**src/rtl/cpu16_pkg.sv**
```systemverilog
// Shared definitions for the 16-bit CPU: bus widths and the DMA copy-engine FSM encoding.
package cpu16_pkg;

  localparam int ADDR_W = 16;
  localparam int DATA_W = 16;

  typedef enum logic [1:0] {
    IDLE   = 2'd0,
    READ   = 2'd1,
    WRITE  = 2'd2,
    FINISH = 2'd3
  } dma_state_t;

endpackage

```
**src/rtl/dma_copy_engine_if.sv**
```systemverilog
// Data-memory port bundle between the copy engine (master) and DataMemory (slave).
interface dma_copy_engine_if #(
  parameter int ADDR_W = cpu16_pkg::ADDR_W,
  parameter int DATA_W = cpu16_pkg::DATA_W
);

  logic [ADDR_W-1:0] mem_address;
  logic [DATA_W-1:0] mem_write_data;
  logic              mem_write;
  logic              mem_read;
  logic [DATA_W-1:0] mem_read_data;

  modport master (
    output mem_address,
    output mem_write_data,
    output mem_write,
    output mem_read,
    input  mem_read_data
  );

  modport slave (
    input  mem_address,
    input  mem_write_data,
    input  mem_write,
    input  mem_read,
    output mem_read_data
  );

endinterface

```
**src/rtl/dma_copy_engine.sv**
```systemverilog
// Memory-to-memory block copy engine: one READ cycle then one WRITE cycle per word,
// ascending addresses with modulo-2^ADDR_W wrap. Memory outputs are decoded from
// registered state only, so start/abort never reach the memory port combinationally.
// ADDR_W/DATA_W must match the widths of the connected interface instance.
module dma_copy_engine #(
  parameter int ADDR_W = cpu16_pkg::ADDR_W,
  parameter int DATA_W = cpu16_pkg::DATA_W,
  parameter int LEN_W  = 16
) (
  input  logic               clock,
  input  logic               reset_n,
  input  logic               start,
  input  logic [ADDR_W-1:0]  src_addr,
  input  logic [ADDR_W-1:0]  dst_addr,
  input  logic [LEN_W-1:0]   length,
  input  logic               abort,
  output logic               busy,
  output logic               done,
  output logic               aborted,
  dma_copy_engine_if.master  mem
);

  import cpu16_pkg::*;

  dma_state_t        state_q, state_d;
  logic [ADDR_W-1:0] src_q, src_d;
  logic [ADDR_W-1:0] dst_q, dst_d;
  logic [LEN_W-1:0]  remaining_q, remaining_d;
  logic [DATA_W-1:0] hold_q, hold_d;
  logic              aborted_q, aborted_d;

  // State and datapath registers; reset clears everything immediately.
  always_ff @(posedge clock or negedge reset_n) begin
    if (!reset_n) begin
      state_q     <= IDLE;
      src_q       <= '0;
      dst_q       <= '0;
      remaining_q <= '0;
      hold_q      <= '0;
      aborted_q   <= 1'b0;
    end else begin
      state_q     <= state_d;
      src_q       <= src_d;
      dst_q       <= dst_d;
      remaining_q <= remaining_d;
      hold_q      <= hold_d;
      aborted_q   <= aborted_d;
    end
  end

  // Next-state logic: accept only in IDLE, abort only honoured in READ/WRITE.
  always_comb begin
    state_d     = state_q;
    src_d       = src_q;
    dst_d       = dst_q;
    remaining_d = remaining_q;
    hold_d      = hold_q;
    aborted_d   = 1'b0;
    case (state_q)
      IDLE: begin
        if (start) begin
          if (length != '0) begin
            src_d       = src_addr;
            dst_d       = dst_addr;
            remaining_d = length;
            state_d     = READ;
          end else begin
            state_d = FINISH;
          end
        end
      end
      READ: begin
        hold_d = mem.mem_read_data;
        if (abort) begin
          state_d   = IDLE;
          aborted_d = 1'b1;
        end else begin
          state_d = WRITE;
        end
      end
      WRITE: begin
        // The write itself still lands this cycle even when aborting.
        if (abort) begin
          state_d   = IDLE;
          aborted_d = 1'b1;
        end else begin
          src_d       = src_q + ADDR_W'(1);
          dst_d       = dst_q + ADDR_W'(1);
          remaining_d = remaining_q - LEN_W'(1);
          state_d     = (remaining_q == LEN_W'(1)) ? FINISH : READ;
        end
      end
      FINISH: begin
        state_d = IDLE;
      end
      default: begin
        state_d = IDLE;
      end
    endcase
  end

  // Memory-port and status outputs decoded purely from registered state.
  always_comb begin
    mem.mem_read       = 1'b0;
    mem.mem_write      = 1'b0;
    mem.mem_address    = '0;
    mem.mem_write_data = '0;
    case (state_q)
      READ: begin
        mem.mem_read    = 1'b1;
        mem.mem_address = src_q;
      end
      WRITE: begin
        mem.mem_write      = 1'b1;
        mem.mem_address    = dst_q;
        mem.mem_write_data = hold_q;
      end
      default: begin
      end
    endcase
  end

  assign busy    = (state_q != IDLE);
  assign done    = (state_q == FINISH);
  assign aborted = aborted_q;

endmodule

```
**src/flat_wrapper.sv**
```systemverilog
// flat-port wrapper written by rule: the top's interface ports become plain ports
module dma_copy_engine_flat import cpu16_pkg::*;
#(
  parameter int ADDR_W = cpu16_pkg::ADDR_W,
  parameter int DATA_W = cpu16_pkg::DATA_W,
  parameter int LEN_W  = 16
)
  (clock, reset_n, start, src_addr, dst_addr, length, abort, busy, done, aborted, mem_mem_address, mem_mem_write_data, mem_mem_write, mem_mem_read, mem_mem_read_data);
  dma_copy_engine_if #(.ADDR_W(ADDR_W), .DATA_W(DATA_W)) mem_i ();
  input  logic clock;
  input  logic reset_n;
  input  logic start;
  input  logic [ADDR_W-1:0] src_addr;
  input  logic [ADDR_W-1:0] dst_addr;
  input  logic [LEN_W-1:0] length;
  input  logic abort;
  output logic busy;
  output logic done;
  output logic aborted;
  output wire logic [$bits(mem_i.mem_address)-1:0] mem_mem_address;
  output wire logic [$bits(mem_i.mem_write_data)-1:0] mem_mem_write_data;
  output wire logic [$bits(mem_i.mem_write)-1:0] mem_mem_write;
  output wire logic [$bits(mem_i.mem_read)-1:0] mem_mem_read;
  input wire logic [$bits(mem_i.mem_read_data)-1:0] mem_mem_read_data;
  assign mem_mem_address = mem_i.mem_address;
  assign mem_mem_write_data = mem_i.mem_write_data;
  assign mem_mem_write = mem_i.mem_write;
  assign mem_mem_read = mem_i.mem_read;
  assign mem_i.mem_read_data = mem_mem_read_data;
  dma_copy_engine #(.ADDR_W(ADDR_W), .DATA_W(DATA_W), .LEN_W(LEN_W)) u_core (.clock(clock), .reset_n(reset_n), .start(start), .src_addr(src_addr), .dst_addr(dst_addr), .length(length), .abort(abort), .busy(busy), .done(done), .aborted(aborted), .mem(mem_i));
endmodule
```
**config.mk**
```make
export PLATFORM = sky130hd
export DESIGN_NAME = dma_copy_engine_flat
export DESIGN_NICKNAME = d
export VERILOG_FILES = /design/src/rtl/cpu16_pkg.sv /design/src/rtl/dma_copy_engine_if.sv /design/src/rtl/dma_copy_engine.sv /design/src/flat_wrapper.sv
export SDC_FILE = /design/constraint.sdc
export NUM_CORES = 1
export LEC_CHECK = 0
export ABC_AREA = 0
export CELL_PAD_IN_SITES_DETAIL_PLACEMENT = 0
export CELL_PAD_IN_SITES_GLOBAL_PLACEMENT = 1
export CORE_ASPECT_RATIO = 1.75
export CORE_MARGIN = 2
export CORE_UTILIZATION = 40
export CTS_CLUSTER_DIAMETER = 60
export DETAILED_ROUTE_END_ITERATION = 8
export DONT_BUFFER_PORTS = 1
export GPL_TIMING_DRIVEN = 0
export PLACE_DENSITY = 0.7
export SYNTH_ARGS = -nofsm -noshare
export SYNTH_HDL_FRONTEND = slang
export SYNTH_SLANG_ARGS = --single-unit
```
**constraint.sdc**
```tcl
create_clock -name clock -period 2.2 [get_ports clock]
set_input_delay 0.22 -clock clock [delete_from_list [all_inputs] [get_ports clock]]
set_output_delay 0.22 -clock clock [all_outputs]
set_load 0.03 [all_outputs]
```
== After elaboration in Yosys (flattened, before gate mapping) ==
Index checks and enable logic that the tools add are counted.

* Logic and storage cells: 46
* Memories kept: 0
* Input port bits: 68
* ROM bits: 0
* Bits in latches: 0
* Bits in registers: 67
* RAM bits: 0

* Order comparisons: 0
* Add/sub/neg operators: 3
* Bitwise logic cells: 0
* Multiplexer cells: 24
* Reductions and logical operators: 6
* Multiply operators: 0
* Shift-type cells: 0
* Div/mod/pow operators: 0
* Equal/unequal tests: 7

{| class="wikitable"
|+ Operators with widths
! kind !! number
|-
| 16-bit two-way mux || 10
|-
| 16-bit case mux with 2 select lines || 4
|-
| 16-bit by 1-bit adder with 16-bit output (second input constant) || 2
|-
| 16-bit by 1-bit == test with 1-bit output (second input constant) || 1
|-
| 16-bit nonzero test || 1
|-
| 16-bit by 1-bit subtractor with 16-bit output (second input constant) || 1
|-
| 2-bit two-way mux || 5
|-
| 2-bit case mux with 4 select lines || 1
|-
| 2-bit == test (second input constant) || 2
|-
| 1-bit two-way mux || 4
|-
| 2-bit inequality test (second input constant) || 2
|-
| 4-bit AND reduction || 1
|-
| 2-bit nonzero test || 2
|-
| 2-bit by 1-bit == test with 1-bit output (second input constant) || 1
|-
| 2-bit logical NOT || 1
|-
| 2-bit by 1-bit inequality test with 1-bit output (second input constant) || 1
|-
| 2-bit OR reduction || 1
|}

== Longest topological paths before layout ==
* Depth in word-level cells: 4
* Mapped depth: 9
* Mapped depth without buffers: 7

== Worst setup path before layout ==
No wires, ideal clock.

* Path type: register -> output
* Start: reg u_core.state_q[0]
* End: out mem_mem_address[0]
* Buffers on the path: 2
* Data arrival time: 2.354 ns
* Cell stages (with the launch flop): 7
* Slack: -0.374 ns
* Path through: dfrtp_1 -> inv_1 -> ha_1 -> clkbuf_1 -> buf_1 -> nand2_1 -> a21boi_0

* Cells in the longest elaborated chain, start to end: 2
* Elaborated cells between the ends (all ways): 3
* Classes of those cells: 2 x eq/ne; 1 x mux

{| class="wikitable"
|+ RTL lines
! element !! RTL line !! source
|-
| start: declaration || dma_copy_engine.sv:25 || <nowiki>dma_state_t state_q, state_d;</nowiki>
|-
| start signal: assignment || dma_copy_engine.sv:42 || <nowiki>state_q <= state_d;</nowiki>
|-
| 2-bit == test or 2-bit by 1-bit == test with 1-bit output (tied branches) || dma_copy_engine.sv:108 || <nowiki>case (state_q)</nowiki>
|-
| 16-bit case mux with 2 select lines * || dma_copy_engine.sv:108 ||
|-
| end: declaration || flat_wrapper.sv:20 || <nowiki>output wire logic [$bits(mem_i.mem_address)-1:0] mem_mem_address;</nowiki>
|}

Every way passes the cells marked *; elsewhere a longest branch is shown, timed or not.

== Worst setup path in the final report ==
* Start: reg u_core.state_q[0]
* End: reg u_core.src_q[4]

* Cells in the longest elaborated chain, start to end: 3
* Elaborated cells between the ends (all ways): 8
* Classes of those cells: 4 x eq/ne; 1 x mux; 3 x reduce/logical

{| class="wikitable"
|+ RTL lines
! element !! RTL line !! source
|-
| 2-bit == test or 2-bit logical NOT (tied branches) || dma_copy_engine.sv:59 || <nowiki>case (state_q)</nowiki>
|-
| 2-bit inequality test (no line) (tied with other cells) || - ||
|-
| 4-bit AND reduction (no line) || - ||
|-
| end signal: assignment || dma_copy_engine.sv:43 || <nowiki>src_q <= src_d;</nowiki>
|-
| end: declaration || dma_copy_engine.sv:26 || <nowiki>logic [ADDR_W-1:0] src_q, src_d;</nowiki>
|}

Parallel ways exist; a longest one is shown, timed or not.
A chain may end at the register's enable or synchronous reset.

==> summary.md <==
| Metric | Value |
|---|---|
| Status | `completed` |
| Worst R2R End | `u_core.src_q[4]` |
| Slowest stage delay, CP | `0.38 ns` |
| RSZ-0062 raised after global routing | `true` |
| Ports | `105` |
| Synth Net Count | `578` |
| Critical-path maximum fanout | `10` |
| H-tree depth | `3` |
| Layout cells sized above 1 | `26.84%` |
| Ys async rst share | `100.0%` |
| Crit-path cells | `inv_2, ha_4, or3b_1, buf_6, o21ai_4, buf_6, o21ai_0, a211o_1` |
| Final Hold Viols | `0` |
| Post-layout minimum cycle time | `2.145 ns` |
| Maximum vdd ir drop | `0.6968 mV` |
| Clock slew at reported path FFs | `0.06 ns` |
| WP depth | `8` |
| PwrDens | `1661 nW/um2` |
| Placer Congestion | `0.8887` |
| Synth Area per Inst | `8.933 um2` |
| Die Width | `83.96 um` |
| GRT overflow | `0` |
| CP most frequent cell | `buf_6` |
| Max cap viols | `0` |
| Routed len/inst | `25.43 um` |
| Buffers and inverters on the worst path | `3` |
| Area leader, netlist | `dfrtp_1` |
| CP Launch Type | `register` |
| Multi-input logic area | `2865 um2` |
| Critical path origin | `u_core.state_q[0]` |
| Final Core Density | `49.81%` |
| Skew final | `0.007976 ns` |
| Die area | `12080 um2` |
| Die H | `143.9 um` |
| Synth Cell Area | `4476 um2` |
| Drt total wl | `16810 um` |
| Layout area overhead | `22.87%` |
| Final Max Slew Viols | `0` |
| Dominant synthesized flop cell | `dfrtp_1` |
| Reg2Reg Setup Slack | `0.06 ns` |
| P_leak | `2.257 nW` |
| CTS max path bufs | `2` |
| # DRC | `0` |
| Synth cell count leaders | `dfrtp_1, nand2_1, o21ai_0` |
| Root Buffer | `clkbuf_16` |
| Clock sinks | `67` |
| Delay-heaviest family, CP | `compound AO/OA/AOI/OAI gates` |
| Arrival time worst endpoint | `2.37 ns` |
| # nets final | `602` |
| Worst r2r src | `u_core.state_q[0]` |
| Dpl hpwl | `12060 um` |
| Clock buffer count from CTS | `9` |
| CP Capture Type | `register` |
| Area occupied by registers | `1678 um2` |
| Initial antenna violation count | `0` |
| WS Path Type | `register to register` |
| DRT Pass-1 Iters | `8` |
| Hold/Removal Path Class | `input port to register` |
| Cell row count | `51` |
| Setup TNS Final | `0 ns` |
| Syn. warnings | `0` |
| Vias in the first global route | `4385` |
| Final worst path period share | `97.49%` |
| Crit path required time | `2.42 ns` |
| Design area | `5499 um2` |
| Sequential cell area fraction in the yosys report | `37.46%` |
| Routed via count | `4354` |
| All-Layer GR Usage | `27.87%` |
| Final setup fails | `0` |
| Hold Startpoint | `src_addr[5]` |
| Post-synth top area share | `37.46%` |
| Worst slew margin | `57.64%` |
| Post-synth EDFFs | `0` |
| N_diodes | `0` |
| Initial Utilization | `40.54%` |
| Fillcell total | `1039` |
| Core Area | `11040 um2` |
| Routed Antenna Nets | `0` |
| Post-DR vias/cell | `6.587` |
| Largest net degree at the start of global routing | `68` |
| Worst Tran Pin Value | `0.6302 ns` |
| Area contributors post-synth | `dfrtp_1, mux2_2, a22oi_1, nand2_1, o21ai_0` |
| Cell at the slowest stage of the critical path | `dfrtp_1` |
| IO Port Bufs | `0` |
| Worst skew pair latency | `0.34 ns` |
| Netlist cell types | `63` |
| DP Area | `4678 um2` |
| DRT iter0 DRCs | `309` |
| CTS tree | `done` |
| Path depth of the worst reg2reg path | `8` |
| Max Clk Rate | `466.3 MHz` |
| Synthesized instance count | `501` |
| Critical Path End | `u_core.src_q[4]` |
| Most common cell in the netlist | `dfrtp_1` |
| First-pass GRT wire length | `25490 um` |
| Yosys reg bits | `67` |
-- per-layer routing --
layer / vias up / global-route usage [%] / share of wire (%)
li1: 1943 / - / -
met5: - / 0 / 0
met1: 2136 / 30.08 / 36
met2: 226 / 52.55 / 53
met3: 49 / 4.365 / 6.2
met4: 0 / 13.16 / 4.4
-- cells by family after synthesis --
logic type	count (synthesis)	synth area share [%]
AO/OA/AOI/OAI	146	23.12
buffers and inverters	48	4.585
multiplexers	25	6.123
adder cells (fa/ha/maj)	9	2.516
flip-flops	67	37.46
AND/OR/NAND/NOR	206	26.20
-- cell usage in the layout (no fill, tap or decap), types with 6 or more instances in the layout --
cell and n:
ha_1 6, a21oi_1 18, nor2_1 22, a211o_1 8, buf_4 9, nand4_1 9
buf_2 7, o21ai_0 27, clkbuf_1 7, mux2_2 19, nor3_1 13, nor2b_4 15
nor4_2 8, and2_4 16, clkbuf_16 10, o31ai_1 7, dfrtp_1 66, a22oi_1 23
and3_1 18, nor4_1 13, nand2_1 37, a21o_1 7, mux2i_1 6, inv_1 10
nand3_1 18, buf_6 10
-- through the flow --
step | power, W | instances | hold WS [ns] | setup WS, ns
5_1_grt | 0.009645 | 661 | 0.0004102 | -0.04960
4_1_cts | 0.008764 | 655 | 0.001017 | -0.001287
6_report | 0.009135 | 661 | 0.01023 | 0.05527
2_1_floorplan | 0.005498 | 501 | -0.07559 | -0.03212
3_5_place_dp | 0.006700 | 633 | -0.07224 | -0.8540
3_3_place_gp | 0.006603 | 633 | -0.07278 | -0.8183
-- flip-flops by register name, indices dropped and copies added (netlist names) --
register and count:
u_core.dst_q 16, u_core.state_q 2, u_core.aborted 1, u_core.src_q 16, u_core.remaining_q 16, u_core.hold_q 16
-- layout make-up --
cell class	count	area share (%)
well taps	132	3.003
clock inverters	6	1.229
repair buffers	13	2.321
multi-input cells	386	52.10
clock buffers	9	4.096
plain buffers	36	5.916
inverters	12	0.8191
flip-flops and latches	67	30.51
-- power breakdown --
group	internal, W	leakage, nW	switching (W)
sequential	0.00185	0.811	0.000702
clock	0.000872	0.137	0.000570
combinational	0.00216	1.31	0.00298
total	0.00489	2.26	0.00425
-- worst min-delay path by stage --
stage | cells after the start | to | slack [ns]
after global placement | 0 | u_core.state_q[0] | -0.07
after floorplan | 0 | u_core.aborted | -0.08
after global routing | 1 | u_core.src_q[5] | 0.0004
after CTS | 1 | u_core.src_q[5] | 0.001
after detailed placement | 0 | u_core.state_q[1] | -0.07
final | 1 | u_core.src_q[5] | 0.01
-- timing repair --
item	4_1_cts	5_1_grt
cloned	0	2
hold buffers	3	0
hold endpoints to repair	68	0
setup endpoints to repair	96	57
resized for setup	94	50
pin swaps	4	5
buffers inserted	4	4
Power figures use the tool's default switching activity.
